===== config.mk =====
export PLATFORM = sky130hd
export DESIGN_NAME = clk_div_prog
export DESIGN_NICKNAME = d
export VERILOG_FILES = /design/src/rtl/clk_div_pkg.sv /design/src/rtl/clk_div_ch.sv /design/src/rtl/clk_div_prog.sv
export SDC_FILE = /design/constraint.sdc
export NUM_CORES = 1
export LEC_CHECK = 0
export CORE_ASPECT_RATIO = 2
export CORE_MARGIN = 4
export CORE_UTILIZATION = 40
export CTS_CLUSTER_SIZE = 25
export DETAILED_ROUTE_END_ITERATION = 16
export MAX_ROUTING_LAYER = met4
export PLACE_DENSITY = 0.57
export SLEW_MARGIN = 20
export SYNTH_ARGS = -nofsm -noshare
export SYNTH_HDL_FRONTEND = slang
export SYNTH_SLANG_ARGS = --single-unit
export TNS_END_PERCENT = 30

===== constraint.sdc =====
create_clock -name clk -period 3.4 [get_ports clk]
set_input_delay 0.34 -clock clk [delete_from_list [all_inputs] [get_ports clk]]
set_output_delay 0.34 -clock clk [all_outputs]
set_load 0.1 [all_outputs]

===== src/rtl/clk_div_pkg.sv =====
// clk_div_pkg: shared definitions for the programmable clock divider.
//   ch_state_e   - per-channel FSM state (IDLE, RUN, DRAIN)
//   CNT_W_DEF    - default counter / divide width
//   DEF_DIV_DEF  - default divide value loaded at reset
package clk_div_pkg;

  localparam int          CNT_W_DEF   = 26;
  localparam logic [25:0] DEF_DIV_DEF = 26'd25000000;

  typedef enum logic [1:0] {
    IDLE  = 2'd0,
    RUN   = 2'd1,
    DRAIN = 2'd2
  } ch_state_e;

endpackage


===== src/rtl/clk_div_ch.sv =====
// clk_div_ch: one divider channel.
// Ports:
//   clk, rst          - clock, synchronous active-high reset
//   en                - level-sensitive run enable
//   ld, ld_val        - one-cycle strobe writing a new divide (half-period - 1)
//   new_clk           - divided clock, registered
//   tick              - high for the cycle right after new_clk has risen
//   active            - channel is in RUN or DRAIN
//   state             - current FSM state, for observation
//
// ld is a plain strobe with no back-pressure: the value is always accepted
// in the cycle ld is high. It lands in div_pend; div_act only follows it at
// a terminal count (or immediately while IDLE), so a running half-period is
// never shortened or stretched mid-way.
module clk_div_ch
  import clk_div_pkg::*;
#(
  parameter int               CNT_W   = CNT_W_DEF,
  parameter logic [CNT_W-1:0] DEF_DIV = CNT_W'(DEF_DIV_DEF)
) (
  input  logic             clk,
  input  logic             rst,
  input  logic             en,
  input  logic             ld,
  input  logic [CNT_W-1:0] ld_val,
  output logic             new_clk,
  output logic             tick,
  output logic             active,
  output ch_state_e        state
);

  logic [CNT_W-1:0] cnt;
  logic [CNT_W-1:0] div_act;
  logic [CNT_W-1:0] div_pend;
  logic             tc;

  // cnt never exceeds div_act: div_act only changes while cnt is 0
  // (IDLE, or the same edge that clears cnt at terminal count).
  assign tc     = (cnt == div_act);
  assign active = (state != IDLE);

  always_ff @(posedge clk) begin
    if (rst) begin
      state    <= IDLE;
      cnt      <= '0;
      div_act  <= DEF_DIV;
      div_pend <= DEF_DIV;
      new_clk  <= 1'b0;
      tick     <= 1'b0;
    end else begin
      tick <= 1'b0;
      if (ld) div_pend <= ld_val;

      unique case (state)
        IDLE: begin
          cnt     <= '0;
          new_clk <= 1'b0;
          if (ld) div_act <= ld_val;
          if (en) state <= RUN;
        end

        RUN: begin
          if (!en && !new_clk) begin
            // Low phase: stopping here cannot produce a runt pulse.
            state <= IDLE;
            cnt   <= '0;
          end else if (tc) begin
            cnt     <= '0;
            new_clk <= ~new_clk;
            tick    <= ~new_clk;
            div_act <= div_pend;
            // Disabled exactly as the high phase ends: already done draining.
            if (!en) state <= IDLE;
          end else begin
            cnt <= cnt + CNT_W'(1);
            if (!en) state <= DRAIN;
          end
        end

        DRAIN: begin
          // new_clk is high throughout DRAIN; finish the high phase first.
          if (tc) begin
            cnt     <= '0;
            new_clk <= 1'b0;
            div_act <= div_pend;
            state   <= en ? RUN : IDLE;
          end else begin
            cnt <= cnt + CNT_W'(1);
            if (en) state <= RUN;
          end
        end

        default: begin
          state   <= IDLE;
          cnt     <= '0;
          new_clk <= 1'b0;
        end
      endcase
    end
  end

endmodule


===== src/rtl/clk_div_prog.sv =====
// clk_div_prog: N_CH independent programmable clock dividers.
// Ports:
//   clk, rst                 - clock, synchronous active-high reset
//   en[N_CH]                 - per-channel run enable
//   div_ld, div_ch, div_val  - one-cycle load of a divide value into div_ch
//   new_clk[N_CH]            - divided clocks
//   tick[N_CH]               - rising-edge pulses of new_clk
//   active[N_CH]             - channel not IDLE
//   state_dbg[2*N_CH]        - per-channel FSM state, channel i at [2i+1:2i]
module clk_div_prog
  import clk_div_pkg::*;
#(
  parameter int               N_CH    = 4,
  parameter int               CNT_W   = CNT_W_DEF,
  parameter logic [CNT_W-1:0] DEF_DIV = CNT_W'(DEF_DIV_DEF),
  localparam int              CH_W    = (N_CH > 1) ? $clog2(N_CH) : 1
) (
  input  logic              clk,
  input  logic              rst,
  input  logic [N_CH-1:0]   en,
  input  logic              div_ld,
  input  logic [CH_W-1:0]   div_ch,
  input  logic [CNT_W-1:0]  div_val,
  output logic [N_CH-1:0]   new_clk,
  output logic [N_CH-1:0]   tick,
  output logic [N_CH-1:0]   active,
  output logic [2*N_CH-1:0] state_dbg
);

  for (genvar i = 0; i < N_CH; i++) begin : g_ch
    logic      ld_i;
    ch_state_e st_i;

    // Exact-match decode: a div_ch value >= N_CH matches no channel and
    // the load is dropped.
    assign ld_i = div_ld && (int'(div_ch) == i);

    clk_div_ch #(
      .CNT_W   (CNT_W),
      .DEF_DIV (DEF_DIV)
    ) u_ch (
      .clk     (clk),
      .rst     (rst),
      .en      (en[i]),
      .ld      (ld_i),
      .ld_val  (div_val),
      .new_clk (new_clk[i]),
      .tick    (tick[i]),
      .active  (active[i]),
      .state   (st_i)
    );

    assign state_dbg[2*i +: 2] = st_i;
  end

endmodule


# Yosys cells after proc, flatten, opt, wreduce, memory -nomap -nowiden
# Cells that the tools add are included.
# op_classes
n_mul,0
n_bitwise,12
div,0
n_reduce_logical,41
add_sub_neg,4
shift,0
muxes,76
order_cmp,0
eq_ne,35
# op_table
operator,count
26-bit 2-to-1 mux,20
26-bit case mux with 3 select lines,4
26-bit case mux with 2 select lines,4
26-bit by 1-bit adder with 26-bit output (second input constant),4
26-bit equality test,4
2-bit 2-to-1 mux,24
2-bit case mux with 3 select lines,4
3-bit AND reduction,8
1-bit 2-to-1 mux,16
2-bit by 1-bit inequality test with 1-bit output (second input constant),8
2-bit inequality test (second input constant),8
4-bit OR reduction,4
2-bit equality test (second input constant),6
3-bit by 2-bit inequality test with 1-bit output (second input constant),4
1-bit NOT,12
3-bit nonzero test,4
2-bit by 1-bit equality test with 1-bit output (second input constant),5
2-bit logical NOT,5
1-bit logical AND,8
1-bit logical NOT,8
1-bit case mux with 2 select lines,4
2-bit nonzero test,4
# word_totals
register_bits,328
ram_bits,0
mem_bits_ro,0
elab_cells,192
output_inout_bits,20
n_memories,0
latchBits,0
inputBits,35

# Logic depth before layout (Yosys ltp)
# Gate-level depths: netlist of run 1.
# depth
ltp_word,4
depth_mapped,9
mapped_depth_nobuf,7

# Modules after synthesis
# A second synthesis of run 1 with hierarchy kept.
# hier_totals
hier_cells,1669
hier_area_um2,15766.4
# modules_own_cells
module,cells_each,seq_area_each_um2,instances,area_per_inst_um2
clk_div_ch (g_ch[0].u_ch ...),416,1641.6,3,3930.0
clk_div_ch (g_ch[3].u_ch),417,1641.6,1,3938.8
clk_div_prog,4,0.0,1,37.5

# Least setup slack after synthesis of run 1
# Ideal clock, no wire load.
# synth_timing
kind,register -> register
start,reg g_ch[3].u_ch.state[1]
end,reg g_ch[3].u_ch.div_act[10]
setup_ns,0.126
period_less_slack_ns,2.890
n_path_buf,2
required_time_ns,3.274
path_stages_with_launch,10
slack_ns,0.510
arrival_time_ns,2.763
cell_sequence,dfxtp_1 -> inv_1 -> ha_1 -> nor3b_1 -> a211o_1 -> nor4_1 -> a2bb2oi_1 -> buf_2 -> buf_2 -> mux2i_1
# synth_via
elab_chain_len,3
word_cells_on_any_way,8
classes_between,4 x eq/ne; 1 x mux; 3 x reduce/logical
# synth_rtl
element,line_no,rtl
start: declaration,clk_div_ch.sv:29,output ch_state_e state
start signal: assignment,clk_div_ch.sv:86,state <= en ? RUN : IDLE;
2-bit by 1-bit equality test with 1-bit output (tied with other cells),clk_div_ch.sv:54,unique case (state)
2-bit inequality test (no source line) or 3-bit nonzero test (tied branches),n/a,
3-bit AND reduction (no source line),n/a,
end signal: assignment,clk_div_ch.sv:58,if (ld) div_act <= ld_val;
end signal: assignment,clk_div_ch.sv:71,div_act <= div_pend;
end signal: assignment,clk_div_ch.sv:85,div_act <= div_pend;
end: declaration,clk_div_ch.sv:33,logic [CNT_W-1:0] div_act;
# Parallel ways exist; a longest one is shown, timed or not.
# A chain may end at the register's enable or synchronous reset.

# Worst setup path after layout of run 1
# layout_timing
start,reg g_ch[0].u_ch.state[0]
end,out state_dbg[0]
# layout_lines
element,line_no,rtl
start: declaration,clk_div_ch.sv:29,
start signal: assignment,clk_div_ch.sv:86,
end: declaration,clk_div_prog.sv:27,output logic [2*N_CH-1:0] state_dbg
# No word-level cell between the ends.

==> summary.md, run 1 <==
| Metric | Value |
|---|---|
| Required @ worst endpoint | 3.06 ns |
| Core region area | 38,800 um2 |
| Layout Skew | 0.0114 ns |
| Post-Syn Instances | 1,862 |
| CP Cell Sequence | clkdlybuf4s50_1 |
| Layout Nets | 1,905 |
| Routed WL | 40.1 mm |
| Fraction of layout cells with a size suffix above 1 | 7.28% |
| Synth unique cells | 42 |
| Synth Area in Compound Gates | 6.19% |
| Routed wire length per instance | 16.8 um |
| Avg Cell Area, Syn | 8.43 um2 |
| Remaining Overflow, GRT | 0 |
| Status | finished, final reports clean |
| Final setup violation count | 0 |
| Ys async rst share | 0% |
| Period Utilization, post-route | 75.3% |
| Sum Neg Setup Slack | 0 ns |
| Fin. Hold Viols | 0 |
| Routed Antenna Nets | 0 |
| Slowest stage delay, CP | 1.20 ns |
| Area growth syn-to-layout | 12.0% |
| Worst hold path class | input port to register |
| PD cells | 496 nW/um2 |
| Die ar. | 42,700 um2 |
| Top post-synthesis cells by area | dfxtp_1 42%, xnor2_1 9.8%, nand2_1 8.8% |
| Vias | 12,200 |
| Global-route wire length before repair | 64.5 mm |
| Final Max Tran Viols | 0 |
| Vias in the first global route | 12,100 |
| Number of flops mapped to enable cells by yosys | 0 |
| Critical path capture point type | output pin |
| Die height | 288 um |
| CTS Root Buffer Type | clkbuf_16 |
| Clock Pin Slew Worst Setup and Hold Paths | 0.07 ns |
| Main combinational cell family by area after synthesis | simple AND/OR/NAND/NOR gates |
| Final WS setup | 0.839 ns |
| Hold Worst Slack | 0.295 ns |
| Worst path slowest cell | clkdlybuf4s50_1 |
| Via density | 5.10 |
| # rows | 102 |
| Fillcell total | 3,901 |
| Post-synth top flop | dfxtp_1 |
| DP HPWL | 28.0 mm |
| Worst path buffer plus inverter count | 1 |
| Initial drt markers | 524 |
| PostCTS Resize Cnt | 0 |
| DR DRC count | 0 |
| Port Buf Inserts | 54 |
| Post-Synth XOR/XNOR Area | 11.3% |
| Pin count of the biggest net entering global routing | 88 |
| Htree depth | 1 |
| Num CTS Buffers | 30 |
| Crit path DAT | 2.22 ns |
| WP depth | 1 |
| Slew of the pin with the lowest slew margin | 1.11 ns |
| Max-slew headroom | 25.6% |
| Hold path cells | 2 |
| Synth Cell Area | 15,700 um2 |
| Initial antenna violation count | 0 |
| Dominant cell type by area after synthesis | dfxtp_1 |
| Peak VDD IR | 0.464 mV |
| Crit-path leading delay family | buffers and inverters |
| Synthesized flop and latch total | 328 |
| Multiplexer area fraction after synthesis | 10.6% |
| Worst Setup Start Kind | register |
| All-Layer GR Usage | 19.2% |
| Placer Congestion | 0.853 |
| Count leader, synth | nand2_1 |
| Sequential-to-total area share from yosys stat | 41.8% |
| Clock Latency Late Sink | 0.57 ns |
| Post-synthesis adder-cell area fraction | 1.75% |
| RSZ-0062 raised after global routing | no |
| Initial core utilization | 40.5% |
| Longest Clk Path Bufs | 3 |
| Min Tclk post-route | 2.56 ns |
| First drt pass iteration count | 4 |
| # clock sinks | 328 |
| Kind of critical path | register to output pin |
| Standby leakage power | 0.00646 uW |
| Reg2reg setup slack | 0.87 ns |
| Post-CTS Setup Bufs | 0 |
| Post-synthesis simple-gate area fraction | 23.9% |
| CTS tree | built |
| Mapped Nets | 1,919 |
| Maximum capacitance violations | 0 |
| Dpl ws | 0.296 ns |
| Yosys Warn Count | 0 |
| Boundary Pins | 55 |
| Hold Buf Count CTS | 0 |
| Max Clock Freq | 390 MHz |
| Top-area cell type share of the netlist area | 41.8% |
| Horiz. Die Dim | 148 um |
| FF-to-FF path depth | 6 |
| Max Fanout on Critical Path | 6 |
| Most common library cells after synthesis | 369 x nand2_1, 328 x dfxtp_1, 191 x nor2_1, 175 x xnor2_1, 104 x mux2i_1 |
-- path summary, 6_finish.rpt --
| check | from | endpoint |
|---|---|---|
| setup / recovery | g_ch[0].u_ch.state[0] | state_dbg[0] |
| hold / removal | rst | g_ch[3].u_ch.div_pend[15] |
| setup reg to reg | g_ch[0].u_ch.state[0] | g_ch[0].u_ch.div_act[17] |
| hold reg to reg | g_ch[3].u_ch.div_pend[1] | g_ch[3].u_ch.div_pend[1] |
-- report_power, final --
group | leakage, uW | total, uW | switching, uW | internal, uW
registers | 0.00267 | 4120 | 116 | 4010
clock network | 0.000494 | 3550 | 1510 | 2040
logic | 0.00329 | 1050 | 604 | 442
total | 0.00646 | 8720 | 2230 | 6500
-- layer usage --
| metal | share of wire, % | track usage, % |
|---|---|---|
| met5 | 0 | - |
| met4 | 4.2 | 8.58 |
| met3 | 3.1 | 2.10 |
| met2 | 54 | 35.7 |
| met1 | 39 | 20.4 |
-- logic make-up after synthesis --
logic type | after synthesis
buffers and inverters | 159
and+or+nand+nor | 840
muxes | 160
adders and majority gates | 22
xor gates and xnor gates | 202
DFF | 328
AOI/OAI and AO/OA | 151
-- cells in the final DEF (no fill, tap or decap), drive strengths merged, types with 50 or more instances in the layout --
cell,count
nand2,369
dfxtp,328
nor2,191
xnor2,175
mux2i,104
nand3,84
a21oi,63
mux2,56
a211oi,51
nor2b,50
-- metrics by stage --
step                      cells  total power, uW  utilization (%)  instance area (um2)
after detailed placement   2336             5270             42.7                16600
final                      2388             8720             45.3                17600
after floorplan            1862             4970                -                15700
after global placement     2336             5250             42.7                16600
after CTS                  2387             8840             45.3                17600
after global routing       2387             9060             45.3                17600
-- flip-flops by register name, indices dropped and copies added, names as in the netlist --
name and cells:
g_ch.u_ch.cnt 104, g_ch.u_ch.div_act 104, g_ch.u_ch.div_pend 104, g_ch.u_ch.state 8, g_ch.u_ch.new_clk 4, g_ch.u_ch.tick 4
-- layout make-up --
type / count / area, um2 / area share, %
inverters: 37 / 141 / 0.804
well taps: 520 / 651 / 3.70
clock buffers: 41 / 853 / 4.85
flip-flops and latches: 328 / 6570 / 37.4
clock inverters: 10 / 153 / 0.868
repair buffers: 76 / 709 / 4.04
diodes: 1 / 2.50 / 0.0142
multi-input cells: 1375 / 8500 / 48.4
(Power assumes the default switching activity.)
==> inputs of run 2 (changes only) <==
- PLACE_DENSITY: 0.57 -> 0.59
- clock period: 3.4 -> 2.27 ns (I/O delays scaled with it)
==> run 2 against run 1 <==
Die area unchanged; global-route usage increased by 0.44 points; utilization increased by 1.5 points; clock skew increased by 0.0059 ns; critical path type is now register to register; critical path depth increased by 6; hold slack improved by 0.067 ns; combinational power increased by 61%; flip-flop and latch count unchanged; cell area increased by 3.3%.
==> summary.md, run 2 (synthesis gave the netlist of run 1 again) <==
| Metric | Value |
|---|---|
| Total Power | 13,200 uW (+51%) |
| DR DRC count | 0 (unchanged) |
| Period Utilization, post-route | 91.7% |
| Max Fanout on Critical Path | 13 (+7) |
| Fraction of layout cells with a size suffix above 1 | 10.9% (+3.6 points) |
| Fillcell total | 3,840 (-1.6%) |
| RSZ-0062 raised after global routing | no |
| Die height | 288 um (unchanged) |
| Area growth syn-to-layout | 15.7% |
| Initial antenna violation count | 0 (unchanged) |
| Routed wire length per instance | 16.8 um (+0.10%) |
| FF+latch area | 6600 um2 (+0.46%) |
| CTS tree | built |
| Layout Skew | 0.0174 ns (+0.00593 ns) |
| Max Clock Freq | 480 MHz |
| Boundary Pins | 55 (unchanged) |
| Worst Setup Start Kind | register |
| Remaining Overflow, GRT | 0 (unchanged) |
| Longest Clk Path Bufs | 3 (unchanged) |
| Fin cells | 2,436 (+2.0%) |
| Clock Pin Slew Worst Setup and Hold Paths | 0.06 ns (about the same) |
| Crit path DAT | 2.51 ns (+0.29 ns) |
| Antenna cells | 0 (-1) |
| Die ar. | 42,700 um2 (unchanged) |
| DP HPWL | 28.9 mm (+3.4%) |
| Area of the multi-input gates | 8550 um2 (+0.59%) |
| # rows | 102 (unchanged) |
| Pin count of the biggest net entering global routing | 64 (-27%) |
| Initial core utilization | 40.5% (unchanged) |
| Initial drt markers | 617 (+18%) |
| First drt pass iteration count | 5 (+1) |
| Vias in the first global route | 12,500 (+3.6%) |
| Peak VDD IR | 0.553 mV (+19%) |
| Dpl ws | -0.424 ns (-0.720 ns) |
| Final Max Tran Viols | 0 (unchanged) |
| Post-CTS Setup Bufs | 0 (unchanged) |
| Port Buf Inserts | 54 (unchanged) |
| # clock sinks | 328 (unchanged) |
| Fin. Hold Viols | 0 (unchanged) |
| Most frequent cells in the layout | 369 x nand2_1, 320 x dfxtp_1, 191 x nor2_1, 175 x xnor2_1, 104 x mux2i_1 |
| Via density | 5.13 (+0.49%) |
| Placed insts | 2,379 (+1.8%) |
| Vias | 12,500 (+2.5%) |
| Hold Worst Slack | 0.361 ns (+0.0666 ns) |
| Max-slew headroom | 56.5% (+31 points) |
| Num CTS Buffers | 30 (unchanged) |
| CTS Root Buffer Type | clkbuf_16 |
| Worst hold path class | input port to register |
| Horiz. Die Dim | 148 um (unchanged) |
| Min Tclk post-route | 2.08 ns |
| Clock Latency Late Sink | 0.57 ns (about the same) |
| Final WS setup | 0.188 ns (-0.651 ns) |
| Kind of critical path | register to register |
| Global-route wire length before repair | 66.2 mm (+2.6%) |
| Placer Congestion | 0.872 (+2.2%) |
| Standby leakage power | 0.00681 uW (+5.5%) |
| Core region area | 38,800 um2 (unchanged) |
| Layout Nets | 1,950 (+2.4%) |
| PD cells | 725 nW/um2 (+46%) |
| Maximum capacitance violations | 0 (unchanged) |
| Routed Antenna Nets | 0 (unchanged) |
| Htree depth | 1 (unchanged) |
| Routed WL | 40.9 mm (+2.1%) |
| Slew of the pin with the lowest slew margin | 0.651 ns (-0.462 ns) |
| Status | finished, final reports clean |
| Required @ worst endpoint | 2.70 ns (-0.36 ns) |
| Biggest regs | g_ch.u_ch.cnt x104, g_ch.u_ch.div_act x104, g_ch.u_ch.div_pend x104 |
| Commonest non-fill, non-tap cell in the layout | nand2_1 |
| Critical path capture point type | register |
| All-Layer GR Usage | 19.7% (+0.44 points) |
| Final setup violation count | 0 (unchanged) |
-- run 2: cell count changes in the layout (fill, tap and decap cells not counted), sizes merged, moves of 3 or more --
| cell | before | now |
|---|---|---|
| clkbuf | 41 | 50 |
| buf | 27 | 86 |
| bufinv | 4 | 1 |
| clkdlybuf4s50 | 49 | 33 |
-- run 2: final timing paths --
path,start,to,slack (ns),cells after the start
setup / recovery,g_ch[3].u_ch.state[1],g_ch[3].u_ch.div_act[7],0.19,7
hold / removal,en[0],g_ch[0].u_ch.state[0],0.36,3
setup reg to reg,g_ch[3].u_ch.state[1],g_ch[3].u_ch.div_act[7],0.19,7
hold reg to reg,g_ch[2].u_ch.div_pend[3],g_ch[2].u_ch.div_pend[3],0.45,2
-- run 2: area by class of cell --
type / count / share of cell area (%)
Clock buffer: 50 / 5.40
Sequential cell: 328 / 36.3
Multi-Input combinational cell: 1376 / 47.1
Clock inverter: 5 / 0.276
Inverter: 37 / 0.779
Timing Repair Buffer: 120 / 6.55
Tap cell: 520 / 3.58
-- run 2: metal layers --
layer	up-vias	global-route usage (%)	part of all wire [%]
met1	5919	20.9	39
met5	-	-	0
met4	0	7.91	4.1
met2	207	37.2	54
met3	93	1.66	2.5
li1	6271	-	-
-- run 2: power breakdown --
group / leakage [uW] / switching [uW] / internal, uW
Combinational: 0.00363 / 940 / 750
Clock: 0.000511 / 2250 / 3040
Sequential: 0.00267 / 178 / 6000
-- run 2: what timing repair did --
item,in CTS,in global routing
cloned,1,0
pin swaps,1,0
endpoints found under the hold margin,1,0
setup endpoints to repair,26,1
gates resized for setup,3,1
hold buffers,1,0
-- run 2: worst max-delay path: stages, from the launching register on --
cell	delay, ns
dfxtp_4	0.34
inv_1	0.06
ha_2	0.17
nor3b_1	0.14
a211o_1	0.31
nor4_4	0.48
a2bb2oi_4	0.25
mux2i_1	0.18
-- run 2: metrics by stage --
stage	setup TNS, ns	utilization (%)	area [um2]
6_report	0	46.8	18200
5_1_grt	0	46.8	18200
4_1_cts	0	46.8	18200
3_5_place_dp	-20.25	44.0	17100
3_3_place_gp	-16.16	44.0	17100
2_1_floorplan	0	-	15700
==> inputs of run 3 (changes only) <==
- CORE_UTILIZATION: 40 -> 56
- PLACE_DENSITY: 0.59 -> 0.78
==> run 3 against run 2 <==
Total power down 1.1%; hold slack lost 0.29 ns; clock skew down 0.0045 ns; fmax decreased by 4.1%; first-iteration DRC count grew 30%; critical endpoint is now g_ch[3].u_ch.div_act[22].
==> summary.md, run 3 (synthesis gave the netlist of run 1 again) <==
| Metric | Value |
|---|---|
| Status | finished, final reports clean |
| Num CTS Buffers | 28 (-6.7%) |
| CP Cell Sequence | inv_1 > ha_2 > nor3b_2 > a211o_1 > nor4_4 > a2bb2oi_4 > mux2i_1 |
| Boundary Pins | 55 (unchanged) |
| Hold Worst Slack | 0.0721 ns (-0.289 ns) |
| Period Utilization, post-route | 95.6% (+3.9 points) |
| Sum Neg Setup Slack | 0 ns (unchanged) |
| Kind of critical path | register to register |
| CTS tree | built |
| Fraction of layout cells with a size suffix above 1 | 11.0% (+0.13 points) |
| Remaining Overflow, GRT | 0 (unchanged) |
| Global-route wire length before repair | 63.1 mm (-4.7%) |
| Biggest regs | g_ch.u_ch.cnt x104, g_ch.u_ch.div_act x104, g_ch.u_ch.div_pend x104 |
| Commonest non-fill, non-tap cell in the layout | nand2_1 |
| Initial drt markers | 801 (+30%) |
| Via density | 5.67 (+11%) |
| Critical path capture point type | register |
| Final setup violation count | 0 (unchanged) |
| Slew of the pin with the lowest slew margin | 0.704 ns (+0.0529 ns) |
| DR DRC count | 0 (unchanged) |
| Peak VDD IR | 0.688 mV (+24%) |
| Worst Setup Start Kind | register |
| Max Clock Freq | 461 MHz (-4.1%) |
| CTS Root Buffer Type | clkbuf_16 |
| Routed WL | 39.5 mm (-3.5%) |
| Pin count of the biggest net entering global routing | 64 (unchanged) |
| Final Max Tran Viols | 0 (unchanged) |
| Clock Latency Late Sink | 0.56 ns (about the same) |
| Maximum capacitance violations | 0 (unchanged) |
| Worst path buffer plus inverter count | 1 (unchanged) |
| PD cells | 728 nW/um2 (+0.44%) |
| Vias in the first global route | 12,700 (+1.6%) |
| DP HPWL | 26.9 mm (-6.9%) |
| Fin. Hold Viols | 0 (unchanged) |
| Initial core utilization | 56.8% (+16 points) |
| Min Tclk post-route | 2.17 ns (+0.0882 ns) |
| Required @ worst endpoint | 2.69 ns (about the same) |
| Htree depth | 1 (unchanged) |
| # clock sinks | 328 (unchanged) |
| Area growth syn-to-layout | 13.9% |
| Crit path DAT | 2.59 ns (+0.08 ns) |
| Worst path slowest cell | nor4_4 |
| Max-slew headroom | 52.7% (-3.8 points) |
| Horiz. Die Dim | 126 um (-15%) |
| # rows | 86 (-16%) |
| Layout Skew | 0.0128 ns (-0.00452 ns) |
| Standby leakage power | 0.00678 uW (-0.41%) |
| RSZ-0062 raised after global routing | no |
| Crit-path leading delay family | simple AND/OR/NAND/NOR gates |
| Die ar. | 30,900 um2 (-27%) |
| Core region area | 27,700 um2 (-29%) |
| Layout Nets | 1,947 (-0.15%) |
| Routed Antenna Nets | 0 (unchanged) |
| Routed wire length per instance | 17.5 um (+3.9%) |
| Placer Congestion | 0.911 (+4.4%) |
| Vias | 12,800 (+2.7%) |
| Placed insts | 2,207 (-7.2%) |
| Post-DP Area | 16,800 um2 (-1.9%) |
| All-Layer GR Usage | 25.3% (+5.6 points) |
| Most frequent cells in the layout | 369 x nand2_1, 320 x dfxtp_1, 191 x nor2_1, 175 x xnor2_1, 104 x mux2i_1 |
| First drt pass iteration count | 5 (unchanged) |
| Slowest stage delay, CP | 0.49 ns (about the same) |
| Clock Pin Slew Worst Setup and Hold Paths | 0.07 ns (about the same) |
| Die height | 245 um (-15%) |
| Port Buf Inserts | 54 (unchanged) |
| Antenna cells | 0 (unchanged) |
| Fin cells | 2,263 (-7.1%) |
| Max Fanout on Critical Path | 13 (unchanged) |
| Longest Clk Path Bufs | 3 (unchanged) |
| Initial antenna violation count | 0 (unchanged) |
| Final core utilization | 64.7% (+18 points) |
| Worst hold path class | input port to register |
| Post-layout instance area | 17,900 um2 (-1.5%) |
[run 3: cell types whose count changed in the layout (fill, tap and decap cells not counted), sizes merged]
| cell | before | now |
|---|---|---|
| a21oi | 63 | 64 |
| a2bb2oi | 3 | 4 |
| dlygate4sd3 | 1 | 0 |
| clkinv | 4 | 7 |
| clkbuf | 50 | 40 |
| clkinvlp | 0 | 1 |
| buf | 86 | 84 |
| bufinv | 1 | 3 |
[run 3: power breakdown]
group / leakage (uW) / switching, uW / internal, uW / total (uW)
combinational: 0.00362 / 954 / 737 / 1690
clock: 0.000493 / 2190 / 2970 / 5150
sequential: 0.00267 / 178 / 6000 / 6180
total: 0.00678 / 3320 / 9700 / 13000
[run 3: timing repair]
| action | 4_1_cts | 5_1_grt |
|---|---|---|
| pin swaps | 1 | 4 |
| gates resized for setup | 3 | 5 |
| setup endpoints to repair | 52 | 78 |
| hold buffers | 0 | 0 |
| cloned | 1 | 2 |
| buffers inserted | 0 | 2 |
[run 3: per-stage QoR]
stage                     total power (uW)  setup WS, ns
after floorplan                       7440        0.0231
after global placement                7880        -0.479
after detailed placement              7930        -0.479
after CTS                            13100       0.00468
after global routing                 13500        0.0125
final                                13000        0.0994
[run 3: metal layers]
metal / global-route usage [%] / up-vias / wire [um]
li1: - / 6280 / -
met1: 26.9 / 6078 / 14700
met2: 46.1 / 353 / 21200
met3: 2.57 / 120 / 1640
met4: 12.6 / 0 / 2050
met5: - / - / 0
[run 3: path summary, 6_finish.rpt]
path	from	end	slack, ns	depth (start not counted)
worst max-delay path	g_ch[3].u_ch.state[1]	g_ch[3].u_ch.div_act[22]	0.1	7
worst min-delay path	rst	g_ch[3].u_ch.div_pend[0]	0.07	2
worst max register to register	g_ch[3].u_ch.state[1]	g_ch[3].u_ch.div_act[22]	0.1	7
worst min register to register	g_ch[2].u_ch.div_pend[1]	g_ch[2].u_ch.div_pend[1]	0.45	2
[run 3: layout make-up]
type / instances / area, um2
clock buffers: 40 / 858
clock inverters: 11 / 133
fillers: 2209 / 9770
inverters: 37 / 141
multi-input cells: 1378 / 8610
flip-flops and latches: 328 / 6600
well taps: 352 / 440
repair buffers: 117 / 1110
